$ cat src/rtl/result_drain.sv
// Result read-out unit: snapshots CH flattened NxN result matrices on start and
// streams each element over valid/ready tagged with ch/row/col. Checksum: RESULT_DRAIN_CKSUM_EN.
module result_drain #(
  parameter  int unsigned N   = 3,
  parameter  int unsigned W   = 8,
  parameter  int unsigned CH  = 2,
  localparam int unsigned NE  = CH * N * N,
  localparam int unsigned CW  = (CH > 1) ? $clog2(CH) : 1,
  localparam int unsigned IW  = (N > 1) ? $clog2(N) : 1,
  localparam int unsigned EW  = (NE > 1) ? $clog2(NE) : 1,
  localparam int unsigned CKW = W + $clog2(NE + 1)
) (
  input  logic              clk,
  input  logic              rst,
  input  logic              start_i,
  input  logic [NE*W-1:0]   res_flat_i,
  output logic              out_valid_o,
  input  logic              out_ready_i,
  output logic [W-1:0]      out_data_o,
  output logic [CW-1:0]     out_ch_o,
  output logic [IW-1:0]     out_row_o,
  output logic [IW-1:0]     out_col_o,
  output logic              out_last_o,
  output logic              busy_o,
  output logic              done_o,
  output logic [1:0]        status_o,
  output logic [CKW-1:0]    cksum_o
);

  typedef enum logic [1:0] {S_IDLE, S_DRAIN, S_DONE} state_e;

  state_e        state_q, state_d;
  logic [W-1:0]  buf_q [NE];
  logic [EW-1:0] idx_q, idx_d, idx_nx;
  logic [CW-1:0] ch_q, ch_d, ch_nx;
  logic [IW-1:0] row_q, row_d, row_nx;
  logic [IW-1:0] col_q, col_d, col_nx;
  logic [W-1:0]  data_q, data_d;
  logic          valid_q, valid_d;
  logic          last_q, last_d;
  logic          busy_q, busy_d;
  logic          done_q, done_d;
  logic [1:0]    status_q, status_d;
  logic          accept_c, hs_c;

  assign accept_c = (state_q == S_IDLE) && start_i;
  assign hs_c     = valid_q && out_ready_i;

  // Snapshot buffer; contents are irrelevant until a start captures them.
  always_ff @(posedge clk) begin
    if (accept_c) begin
      for (int unsigned e = 0; e < NE; e++) begin
        buf_q[e] <= res_flat_i[e*W +: W];
      end
    end
  end

  always_ff @(posedge clk) begin
    if (rst) state_q <= S_IDLE;
    else     state_q <= state_d;
  end

  always_comb begin
    state_d = state_q;
    case (state_q)
      S_IDLE:  if (start_i) state_d = S_DRAIN;
      S_DRAIN: if (hs_c && last_q) state_d = S_DONE;
      S_DONE:  state_d = S_IDLE;
      default: state_d = S_IDLE;
    endcase
  end

  // Successor of the current element: col fastest, then row, then channel.
  always_comb begin
    idx_nx = idx_q + EW'(1);
    ch_nx  = ch_q;
    row_nx = row_q;
    col_nx = col_q + IW'(1);
    if (col_q == IW'(N - 1)) begin
      col_nx = '0;
      row_nx = row_q + IW'(1);
      if (row_q == IW'(N - 1)) begin
        row_nx = '0;
        ch_nx  = ch_q + CW'(1);
      end
    end
  end

  always_comb begin
    idx_d    = idx_q;
    ch_d     = ch_q;
    row_d    = row_q;
    col_d    = col_q;
    data_d   = data_q;
    valid_d  = valid_q;
    last_d   = last_q;
    busy_d   = busy_q;
    done_d   = 1'b0;
    status_d = status_q;
    case (state_q)
      S_IDLE: begin
        if (start_i) begin
          idx_d    = '0;
          ch_d     = '0;
          row_d    = '0;
          col_d    = '0;
          data_d   = res_flat_i[W-1:0];
          valid_d  = 1'b1;
          last_d   = (NE == 1);
          busy_d   = 1'b1;
          status_d = 2'b01;
        end
      end
      S_DRAIN: begin
        if (hs_c) begin
          if (last_q) begin
            valid_d  = 1'b0;
            last_d   = 1'b0;
            busy_d   = 1'b0;
            done_d   = 1'b1;
            status_d = 2'b10;
          end else begin
            idx_d  = idx_nx;
            ch_d   = ch_nx;
            row_d  = row_nx;
            col_d  = col_nx;
            data_d = buf_q[idx_nx];
            last_d = (idx_nx == EW'(NE - 1));
          end
        end
      end
      default: ;
    endcase
  end

  always_ff @(posedge clk) begin
    if (rst) begin
      idx_q    <= '0;
      ch_q     <= '0;
      row_q    <= '0;
      col_q    <= '0;
      data_q   <= '0;
      valid_q  <= 1'b0;
      last_q   <= 1'b0;
      busy_q   <= 1'b0;
      done_q   <= 1'b0;
      status_q <= 2'b00;
    end else begin
      idx_q    <= idx_d;
      ch_q     <= ch_d;
      row_q    <= row_d;
      col_q    <= col_d;
      data_q   <= data_d;
      valid_q  <= valid_d;
      last_q   <= last_d;
      busy_q   <= busy_d;
      done_q   <= done_d;
      status_q <= status_d;
    end
  end

  assign out_valid_o = valid_q;
  assign out_data_o  = data_q;
  assign out_ch_o    = ch_q;
  assign out_row_o   = row_q;
  assign out_col_o   = col_q;
  assign out_last_o  = last_q;
  assign busy_o      = busy_q;
  assign done_o      = done_q;
  assign status_o    = status_q;

`ifdef RESULT_DRAIN_CKSUM_EN
  logic [CKW-1:0] cksum_q, cksum_d;

  // Running sum of accepted beats; wide enough that it cannot wrap.
  always_comb begin
    cksum_d = cksum_q;
    if (accept_c)  cksum_d = '0;
    else if (hs_c) cksum_d = cksum_q + CKW'(data_q);
  end

  always_ff @(posedge clk) begin
    if (rst) cksum_q <= '0;
    else     cksum_q <= cksum_d;
  end

  assign cksum_o = cksum_q;
`else
  assign cksum_o = '0;
`endif

endmodule

$ cat config.mk
export PLATFORM = sky130hd
export DESIGN_NAME = result_drain
export DESIGN_NICKNAME = d
export VERILOG_FILES = /design/src/rtl/result_drain.sv
export SDC_FILE = /design/constraint.sdc
export NUM_CORES = 1
export LEC_CHECK = 0
export CAP_MARGIN = 30
export CORE_UTILIZATION = 40
export DETAILED_ROUTE_END_ITERATION = 8
export PLACE_DENSITY = 0.72
export RECOVER_POWER = 100
export SLEW_MARGIN = 10
export SYNTH_ARGS = -nofsm -noshare
export SYNTH_HDL_FRONTEND = slang
export SYNTH_SLANG_ARGS = --single-unit
$ cat constraint.sdc
create_clock -name clk -period 24 [get_ports clk]
set_input_delay 4.8 -clock clk [delete_from_list [all_inputs] [get_ports clk]]
set_output_delay 4.8 -clock clk [all_outputs]
set_load 0.01 [all_outputs]
## After elaboration in Yosys (flattened, before gate mapping)

Memories as Yosys holds them, arrays and structs flattened.
Cells that the tools add are included.
Widths: inputs -> output; s select.

| word-level totals | value |
|---|---|
| flip-flop bits (word level) | 25 |
| RAM bits | 144 |
| word-level logic and storage cells | 80 |
| memories kept | 1 |

| cells by class | value |
|---|---|
| add/sub/neg operators | 4 |
| equal/unequal tests | 11 |
| mux-type cells | 40 |
| bitwise gates (word level) | 2 |
| reductions and logical operators | 12 |

Memory list:

| name | depth | bits a word | rd ports | clocked after Yosys merged registers in | write ports | RTL line | RTL |
|---|---|---|---|---|---|---|---|
| buf_q | 18 | 8 | 1 | 0 | 18 | 33 | `logic [W-1:0] buf_q [NE];` |

Operators by type and width:

| operator | count |
|---|---|
| $mux 2 | 12 |
| $mux 8 | 3 |
| $pmux 2 s2 | 4 |
| $pmux 8 s2 | 1 |
| $mux 5 | 3 |
| $ne 2x2->1 const B | 7 |
| $mux 1 | 13 |
| $pmux 5 s2 | 1 |
| $reduce_and 4->1 | 2 |
| $pmux 1 s2 | 3 |
| $reduce_and 6->1 | 1 |
| $add 5x1->5 const B | 1 |
| $eq 5x5->1 const B | 1 |
| $reduce_and 5->1 | 1 |
| $add 2x1->2 const B | 2 |
| $eq 2x2->1 const B | 2 |
| $logic_and 1x1->1 | 3 |
| $reduce_and 3->1 | 1 |
| $reduce_or 3->1 | 1 |
| $eq 2x1->1 const B | 1 |
| $logic_not 2->1 | 1 |
| $not 1->1 | 2 |
| $reduce_and 2->1 | 1 |
| $reduce_bool 2->1 | 1 |
| $add 1x1->1 const B | 1 |

## Logic depth before layout (Yosys ltp)

Gate-level depths: netlist (run 1).

| logic depth | value |
|---|---|
| depth in word-level cells | 6 |
| depth in mapped cells | 10 |

## Least setup slack after synthesis (run 1)

OpenSTA, ideal clock, no wires.

| timing | value |
|---|---|
| path kind | in2reg |
| start | in start_i |
| end | mem buf_q[0][0], enable pin |
| arrival time | 10.988 ns |
| required time | 23.346 ns |
| slack | 12.358 ns |
| stages on the path | 2 |
| path buffers | 0 |
| path through | nand2b_1 nor2_1 |

RTL lines:

| what | RTL line | RTL |
|---|---|---|
| start, declared | 15 | `input logic start_i,` |
| end, declared | 33 |  |

==> results of run 1 <==
==> cell type report <==
class                           count  area, µm²
Inverter                            3       11.3
Multi-Input combinational cell    241       1950
Clock buffer                       21        470
Tap cell                          225        282
Sequential cell                   168       4810
Clock inverter                     11        121
Fill cell                        1349       7900
Timing Repair Buffer              173       1700
==> stage by stage <==
step,power [mW],cells
2_1_floorplan,0.386,449
3_3_place_gp,0.415,808
3_5_place_dp,0.418,808
4_1_cts,0.689,840
5_1_grt,0.704,842
6_report,0.680,842
==> registers in the layout, indices dropped and copies added (netlist names) <==
register / count
out_data_o: 8
buf_q: 144
status_o: 2
out_last_o: 1
out_col_o: 2
done_o: 1
state_q: 2
idx_q: 5
out_row_o: 2
out_ch_o: 1
==> layer usage <==
| metal | track usage, % | wire length (µm) | vias to the layer above | share of wire [%] |
|---|---|---|---|---|
| met3 | 3.98 | 756 | 25 | 4.9 |
| met4 | 7.93 | 376 | 0 | 2.4 |
| met5 | 0 | 0 | - | 0 |
| li1 | - | - | 2015 | - |
| met2 | 30.0 | 8070 | 161 | 52 |
| met1 | 22.3 | 6340 | 2141 | 41 |
==> cell usage in the layout (no fill, tap or decap), types with 4 or more instances in the layout <==
master / instances
or3_1: 7
edfxtp_1: 144
conb_1: 13
a21oi_1: 13
clkbuf_1: 4
nand3_1: 18
a31oi_1: 9
nor2b_1: 8
nand2_1: 25
mux4_2: 15
mux2i_1: 24
clkbuf_16: 17
dfxtp_1: 23
mux2_2: 15
a211oi_1: 15
o22ai_1: 7
nor2_1: 24
a221oi_1: 8
dlygate4sd3_1: 166
==> cell usage after synthesis (2+ instances only) <==
cell type	count	area [µm²]
or3_1	7	43.8
clkbuf_1	2	7.51
nor2b_4	2	27.5
a21oi_1	14	70.1
clkbuf_8	4	55.1
a221oi_1	8	70.1
ha_1	2	25.0
mux2i_1	24	240
buf_4	15	113
buf_2	3	15.0
mux4_2	15	338
nor3_1	3	15.0
inv_1	3	11.3
dfxtp_1	24	480
o21ai_4	2	32.5
nor4_1	2	12.5
clkbuf_2	2	10.0
nor2_1	25	93.8
o22ai_1	7	43.8
nand2b_1	3	18.8
a31oi_1	9	56.3
edfxtp_1	144	4320
a22oi_1	3	22.5
mux2_2	15	169
o21ai_0	2	10.0
nand3b_1	2	15.0
a211oi_1	15	113
nand3_1	18	90.1
nor2b_1	8	50.1
buf_6	10	113
mux4_1	3	78.8
a21o_1	2	15.0
nand2_1	25	93.8
==> logic make-up (layout without fill, tap and decap cells) <==
kind of cell	Yosys count	in the layout	share of synthesized area (%)
flops	168	168	68.4
simple gates	101	101	7.32
compound gates	64	64	6.57
mux	57	57	11.8
buf+inv	40	208	4.67
xor+xnor	4	4	0.873
fa+ha+maj	2	2	0.356
other cells	1	13	0.0534
==> power groups by stage <==
stage / registers (mW) / clock network [mW] / logic (mW)
floorplan: 0.351 / 0 / 0.0345
global placement: 0.348 / 0 / 0.0674
detailed placement: 0.349 / 0 / 0.0692
CTS: 0.343 / 0.277 / 0.0695
global route: 0.348 / 0.288 / 0.0682
finish: 0.346 / 0.271 / 0.0628
==> worst max-delay path, cell delays in order <==
cell           delay [ns]
dlygate4sd3_1        0.53
nand2b_1             0.16
nor2_4               0.12
clkbuf_1             5.26
==> path summary, 6_finish.rpt <==
kind | start | endpoint | cells after the start
max | start_i | buf_q[8][1] | 4
min | out_ch_o | out_ch_o | 2
max reg2reg | state_q[0] | buf_q[8][1] | 3
min reg2reg | out_ch_o | out_ch_o | 2
==> results.yml, run 1 <==
drt:
  drt_first_iter_violations: 305
  ant_nets: 0
  viasPerCell: 5.16
  drc: 0
  wirelength_mm: 15.5
  routedWlPerCell_um: 18.5
  first_pass_iters: 5
  vias: 4342
placed_design:
  place_area_um2: 8760
  gp_congestion: 0.738
  port_buffers: 166
  hpwl_mm: 10.6
  dp_slack_ns: 17.36
grt:
  grt_max_degree: 148
  grt-ovfl-total: 0
  grt_pass1_vias: 4381
  antenna_found_initial: 0
  grt_first_pass_wirelength_mm: 23.8
  grtUsageTotal_pct: 17.9
critical_path:
  arrival_ns: 11.01
  required_ns: 23.80
  worstSetupEndpointType: "flip-flop"
  crit_type: "in -> reg"
  critPathLaunchType: "primary input"
  crit_path_max_fanout: 147
  rrSetupSlack_ns: 17.26
cts:
  cts_resized: 0
  cts_hold_buffers: 0
  cts.sinks: 168
  cts_buffers: 17
  cts-root-buf: "clkbuf_16"
  cts_tree: "done"
  clockBufferDepth: 2
  clkSlewWorstSetupHoldPaths_ns: 0.06
  cts-htree-levels: 4
  post-cts-setup-buffers: 0
  clk_latency_ns: 0.42
logic_synthesis:
  synth_edf_count: 144
  postSynthCellCount: 437
  synth_top_flop_cell: "edfxtp_1"
  synthArstFlopShare_pct: 0
  synth-seq-area-share_pct: 68.4
  syn_area_um2: 7020
  yosys_warnings: 0
  synth.distinct_cells: 47
  ys_ff_latch: 168
  syn_avg_cell_area_um2: 16.1
cells_and_area:
  antenna_cells: 0
  layout-drive-gt1-share_pct: 12.6
  final_util_pct: 54.2
  area_delta_synth_final_pct: 33.0
  stdcell_area_um2: 9340
  fin_nets: 754
floorplan:
  core_area_um2: 17200
  io_pins: 180
  die_h_um: 135
  fp.dieW_um: 135
  row_count: 48
  initial_core_util_pct: 40.8
  die_area_um2: 18100
power_and_ir_drop:
  p_int_mw: 0.535
  pwr-share-clk_pct: 39.9
  p_leak_nw: 3.17
  power_switching_mw: 0.145
  p_per_area_nw_per_um2: 72.8
  p_comb_share_pct: 9.2
  pwr-share-seq_pct: 50.9
  swShare_pct: 21.3
  peakVddDrop_mv: 0.0559
timing:
  post-route-period-util_pct: 46.7
  finalHoldViolations: 0
  max_freq_mhz: 89.2
  relSlewSlack_pct: -407
  worst_slack_ns: 12.79
  setup_violations: 0
  worst_pin_slew_ns: 7.61
  drv_slew: 148
  period_needed_ns: 11.21
  setup_tns_ns: 0
  finalClockSkew_ns: 0.00589
  hold_ws_ns: 0.500
  rsz0062_at_grt: "false"
flow_run:
  cap_viol_max_count: 1
outcome:
  failed_checks: "max-capacitance violations, max-slew violations"
  status: "finished, violations left"
worst_hold_path:
  hold_path_class: "reg -> reg"
Note: power is estimated with default switching activity, not from simulation.
==> run 2, diff against run 1 <==
==> constraint.sdc (replaced) <==
create_clock -name clk -period 11.5 [get_ports clk]
set_input_delay 2.3 -clock clk [delete_from_list [all_inputs] [get_ports clk]]
set_output_delay 2.3 -clock clk [all_outputs]
set_load 0.01 [all_outputs]
==> results.yml, run 2 (synthesis results as in run 1) <==
cells_and_area:
  final_common_cell: "dlygate4sd3_1"
  largest_reg_flops: 144
  final_cell_mix: "166 x dlygate4sd3_1, 144 x edfxtp_1, 25 x nor2_1, 25 x nand2_1, 24 x mux2i_1"
  layout-drive-gt1-share_pct: 12.7
  stdcell_area_um2: 9310
  area_delta_synth_final_pct: 32.5
  final_util_pct: 54.0
  fin_nets: 753
  fin_cells: 843
  n_fill_cell: 1396
  top_register: "buf_q"
placed_design:
  gp_congestion: 0.739
  port_buffers: 166
  hpwl_mm: 10.6
  dp_slack_ns: 7.32
  dp.cells: 808
  place_area_um2: 8760
flow_run:
  cap_viol_max_count: 0
cts:
  cts-root-buf: "clkbuf_16"
  clkSlewWorstSetupHoldPaths_ns: 0.07
  clk_latency_ns: 0.42
  cts.sinks: 168
  cts_resized: 0
  cts_tree: "done"
  cts_hold_buffers: 0
  post-cts-setup-buffers: 0
  cts-htree-levels: 4
  clockBufferDepth: 2
  cts_buffers: 17
critical_path:
  required_ns: 11.79
  critPathLaunchType: "primary input"
  arrival_ns: 4.73
  crit_type: "in -> reg"
  worstSetupEndpointType: "flip-flop"
  crit_path_max_fanout: 21
timing:
  setup_violations: 0
  post-route-period-util_pct: 38.6
  relSlewSlack_pct: 21.7
  finalClockSkew_ns: 0.00468
  setup_tns_ns: 0
  worst_slack_ns: 7.06
  finalHoldViolations: 0
  drv_slew: 0
  hold_ws_ns: 0.510
  period_needed_ns: 4.44
  max_freq_mhz: 225
  worst_pin_slew_ns: 1.17
  rsz0062_at_grt: "false"
drt:
  vias: 4299
  ant_nets: 0
  first_pass_iters: 5
  drc: 0
  viasPerCell: 5.10
  wirelength_mm: 15.3
  routedWlPerCell_um: 18.1
  drt_first_iter_violations: 346
grt:
  grt_pass1_vias: 4425
  grt_max_degree: 148
  grt-ovfl-total: 0
  antenna_found_initial: 2
  grtUsageTotal_pct: 17.8
  grt_first_pass_wirelength_mm: 23.7
floorplan:
  die_area_um2: 18100
  fp.dieW_um: 135
  die_h_um: 135
  row_count: 48
  io_pins: 180
  core_area_um2: 17200
  initial_core_util_pct: 40.8
worst_hold_path:
  hold_path_class: "reg -> reg"
power_and_ir_drop:
  p_per_area_nw_per_um2: 148
  peakVddDrop_mv: 0.111
  power.total_mw: 1.38
  p_leak_nw: 3.15
outcome:
  status: "finished, final reports clean"
## run 2: area by class of cell
cell class	instances	area, µm²	area share [%]
inverters	3	11.3	0.121
well taps	225	282	3.02
diodes	2	5.00	0.0538
clock inverters	14	124	1.33
flip-flops and latches	168	4810	51.6
clock buffers	18	429	4.61
repair buffers	172	1710	18.4
multi-input cells	241	1940	20.8
## run 2: critical path: stages
cell           delay, ns
dlygate4sd3_1       0.58
nand4b_1            0.15
a21oi_1             0.17
clkbuf_1            0.88
nand3_1             0.18
a221oi_1            0.33
a211oi_1            0.14
## run 2: path summary, 6_finish.rpt
check	from	endpoint	cells past startpoint	slack, ns
max reg2reg	idx_q[0]	out_data_o[3]	7	8.36
min	idx_q[4]	idx_q[4]	2	0.51
max	out_ready_i	out_data_o[3]	7	7.06
min reg2reg	idx_q[4]	idx_q[4]	2	0.51
## run 2: power breakdown
group	switching (mW)	internal [mW]
registers	0.00960	0.704
clock network	0.234	0.299
logic	0.0630	0.0685
total	0.306	1.07
## run 2: per-layer routing
layer,vias up,wire length [µm],GRT usage [%]
met1,2108,6270,21.7
li1,2009,-,-
met5,-,0,0
met3,24,709,3.98
met2,158,8000,30.5
met4,0,294,7.55
==> run 3, diff against run 2 <==
==> constraint.sdc (replaced) <==
create_clock -name clk -period 4.4 [get_ports clk]
set_input_delay 0.88 -clock clk [delete_from_list [all_inputs] [get_ports clk]]
set_output_delay 0.88 -clock clk [all_outputs]
set_load 0.01 [all_outputs]
==> results.yml, run 3 (synthesis results as in run 1) <==
outcome:
  status: "finished, violations left"
  failed_checks: "max-capacitance violations, max-slew violations"
critical_path:
  crit_type: "reg -> reg"
  crit_path_max_fanout: 36
  arrival_ns: 3.77
  cpMaxStageDelayCell: "clkbuf_2"
  critPathLaunchType: "flip-flop"
  worstSetupEndpointType: "flip-flop"
  cp_common_cell: "nand3_1"
  required_ns: 4.66
  max_stage_delay_ns: 0.88
  worstPathCellList: "clkbuf_2 > ha_1 > nand3_1 > xor2_1 > nand3_1 > a221oi_1 > a211oi_1"
flow_run:
  cap_viol_max_count: 1
cells_and_area:
  stdcell_area_um2: 9370
  area_delta_synth_final_pct: 33.3
  final_cell_mix: "166 x dlygate4sd3_1, 144 x edfxtp_1, 25 x nor2_1, 25 x nand2_1, 24 x mux2i_1"
  final_common_cell: "dlygate4sd3_1"
  top_register: "buf_q"
  multiInputGateArea_um2: 1940
  largest_reg_flops: 144
  fin_nets: 755
  layout-drive-gt1-share_pct: 12.9
  fin_cells: 844
  n_fill_cell: 1371
  register_area_um2: 4810
placed_design:
  dp_slack_ns: 1.38
  dp.cells: 810
  place_area_um2: 8790
  hpwl_mm: 11.1
  port_buffers: 166
  gp_congestion: 0.736
drt:
  viasPerCell: 5.15
  wirelength_mm: 15.7
  drc: 0
  vias: 4348
  first_pass_iters: 5
  drt_first_iter_violations: 316
  ant_nets: 0
  routedWlPerCell_um: 18.7
cts:
  cts.sinks: 168
  cts_buffers: 17
  clockBufferDepth: 2
  cts_resized: 0
  cts-htree-levels: 4
  clkSlewWorstSetupHoldPaths_ns: 0.07
  cts_tree: "done"
  cts-root-buf: "clkbuf_16"
  clk_latency_ns: 0.42
  cts_hold_buffers: 0
  post-cts-setup-buffers: 0
floorplan:
  initial_core_util_pct: 40.8
  row_count: 48
  core_area_um2: 17200
  die_area_um2: 18100
  die_h_um: 135
  fp.dieW_um: 135
  io_pins: 180
grt:
  grtUsageTotal_pct: 18.2
  grt_max_degree: 80
  antenna_found_initial: 1
  grt_pass1_vias: 4431
  grt_first_pass_wirelength_mm: 23.9
  grt-ovfl-total: 0
timing:
  drv_slew: 21
  finalClockSkew_ns: 0.00778
  setup_tns_ns: 0
  max_freq_mhz: 285
  finalHoldViolations: 0
  worst_slack_ns: 0.888
  worst_pin_slew_ns: 1.89
  rsz0062_at_grt: "false"
  relSlewSlack_pct: -26.7
  setup_violations: 0
  period_needed_ns: 3.51
  post-route-period-util_pct: 79.8
power_and_ir_drop:
  p_leak_nw: 3.18
  p_per_area_nw_per_um2: 393
  peakVddDrop_mv: 0.291
worst_hold_path:
  hold_path_class: "reg -> reg"
-- run 3: metal layers --
metal | vias to the layer above | track usage, % | share of wire (%)
met2 | 180 | 31.4 | 53
met1 | 2128 | 21.9 | 39
met3 | 25 | 4.39 | 5.7
li1 | 2015 | - | -
met5 | - | 0 | 0
met4 | 0 | 7.24 | 2.3
-- run 3: area by class of cell --
| class | count | share of cell area (%) |
|---|---|---|
| inverter | 3 | 0.120 |
| antenna | 1 | 0.0267 |
| tap | 225 | 3.01 |
| clock buffer | 19 | 4.62 |
| sequential | 168 | 51.3 |
| multi-input combinational | 241 | 20.7 |
| timing repair buffer | 174 | 18.6 |
| clock inverter | 13 | 1.58 |
-- run 3: metrics by stage --
step	total power [mW]	hold WS, ns	utilization [%]
after floorplan	2.09	0.473	-
after global placement	2.27	0.467	50.9
after detailed placement	2.29	0.488	51.0
after CTS	3.75	0.497	54.4
after global routing	3.82	0.516	54.3
final	3.68	0.490	54.3
-- run 3: worst paths after layout --
path | startpoint | end | slack, ns | cells after the start
setup / recovery | idx_q[0] | out_data_o[3] | 0.89 | 7
hold / removal | out_ch_o | out_ch_o | 0.49 | 2
setup reg to reg | idx_q[0] | out_data_o[3] | 0.89 | 7
hold reg to reg | out_ch_o | out_ch_o | 0.49 | 2
-- run 3: report_power, final --
| part | switching [mW] | leakage [nW] | internal (mW) | total (mW) |
|---|---|---|---|---|
| combinational | 0.169 | 1.34 | 0.185 | 0.354 |
| sequential | 0.0270 | 1.57 | 1.84 | 1.87 |
| clock | 0.623 | 0.270 | 0.841 | 1.46 |
-- run 3: critical path, delay by kind of cell (launching register included) --
family,cells,cell delay (ns)
fa+ha+maj,1,0.63
flops,1,0.32
simple gates,2,0.37
compound gates,2,0.39
buf+inv,1,0.88
xor+xnor,1,0.74
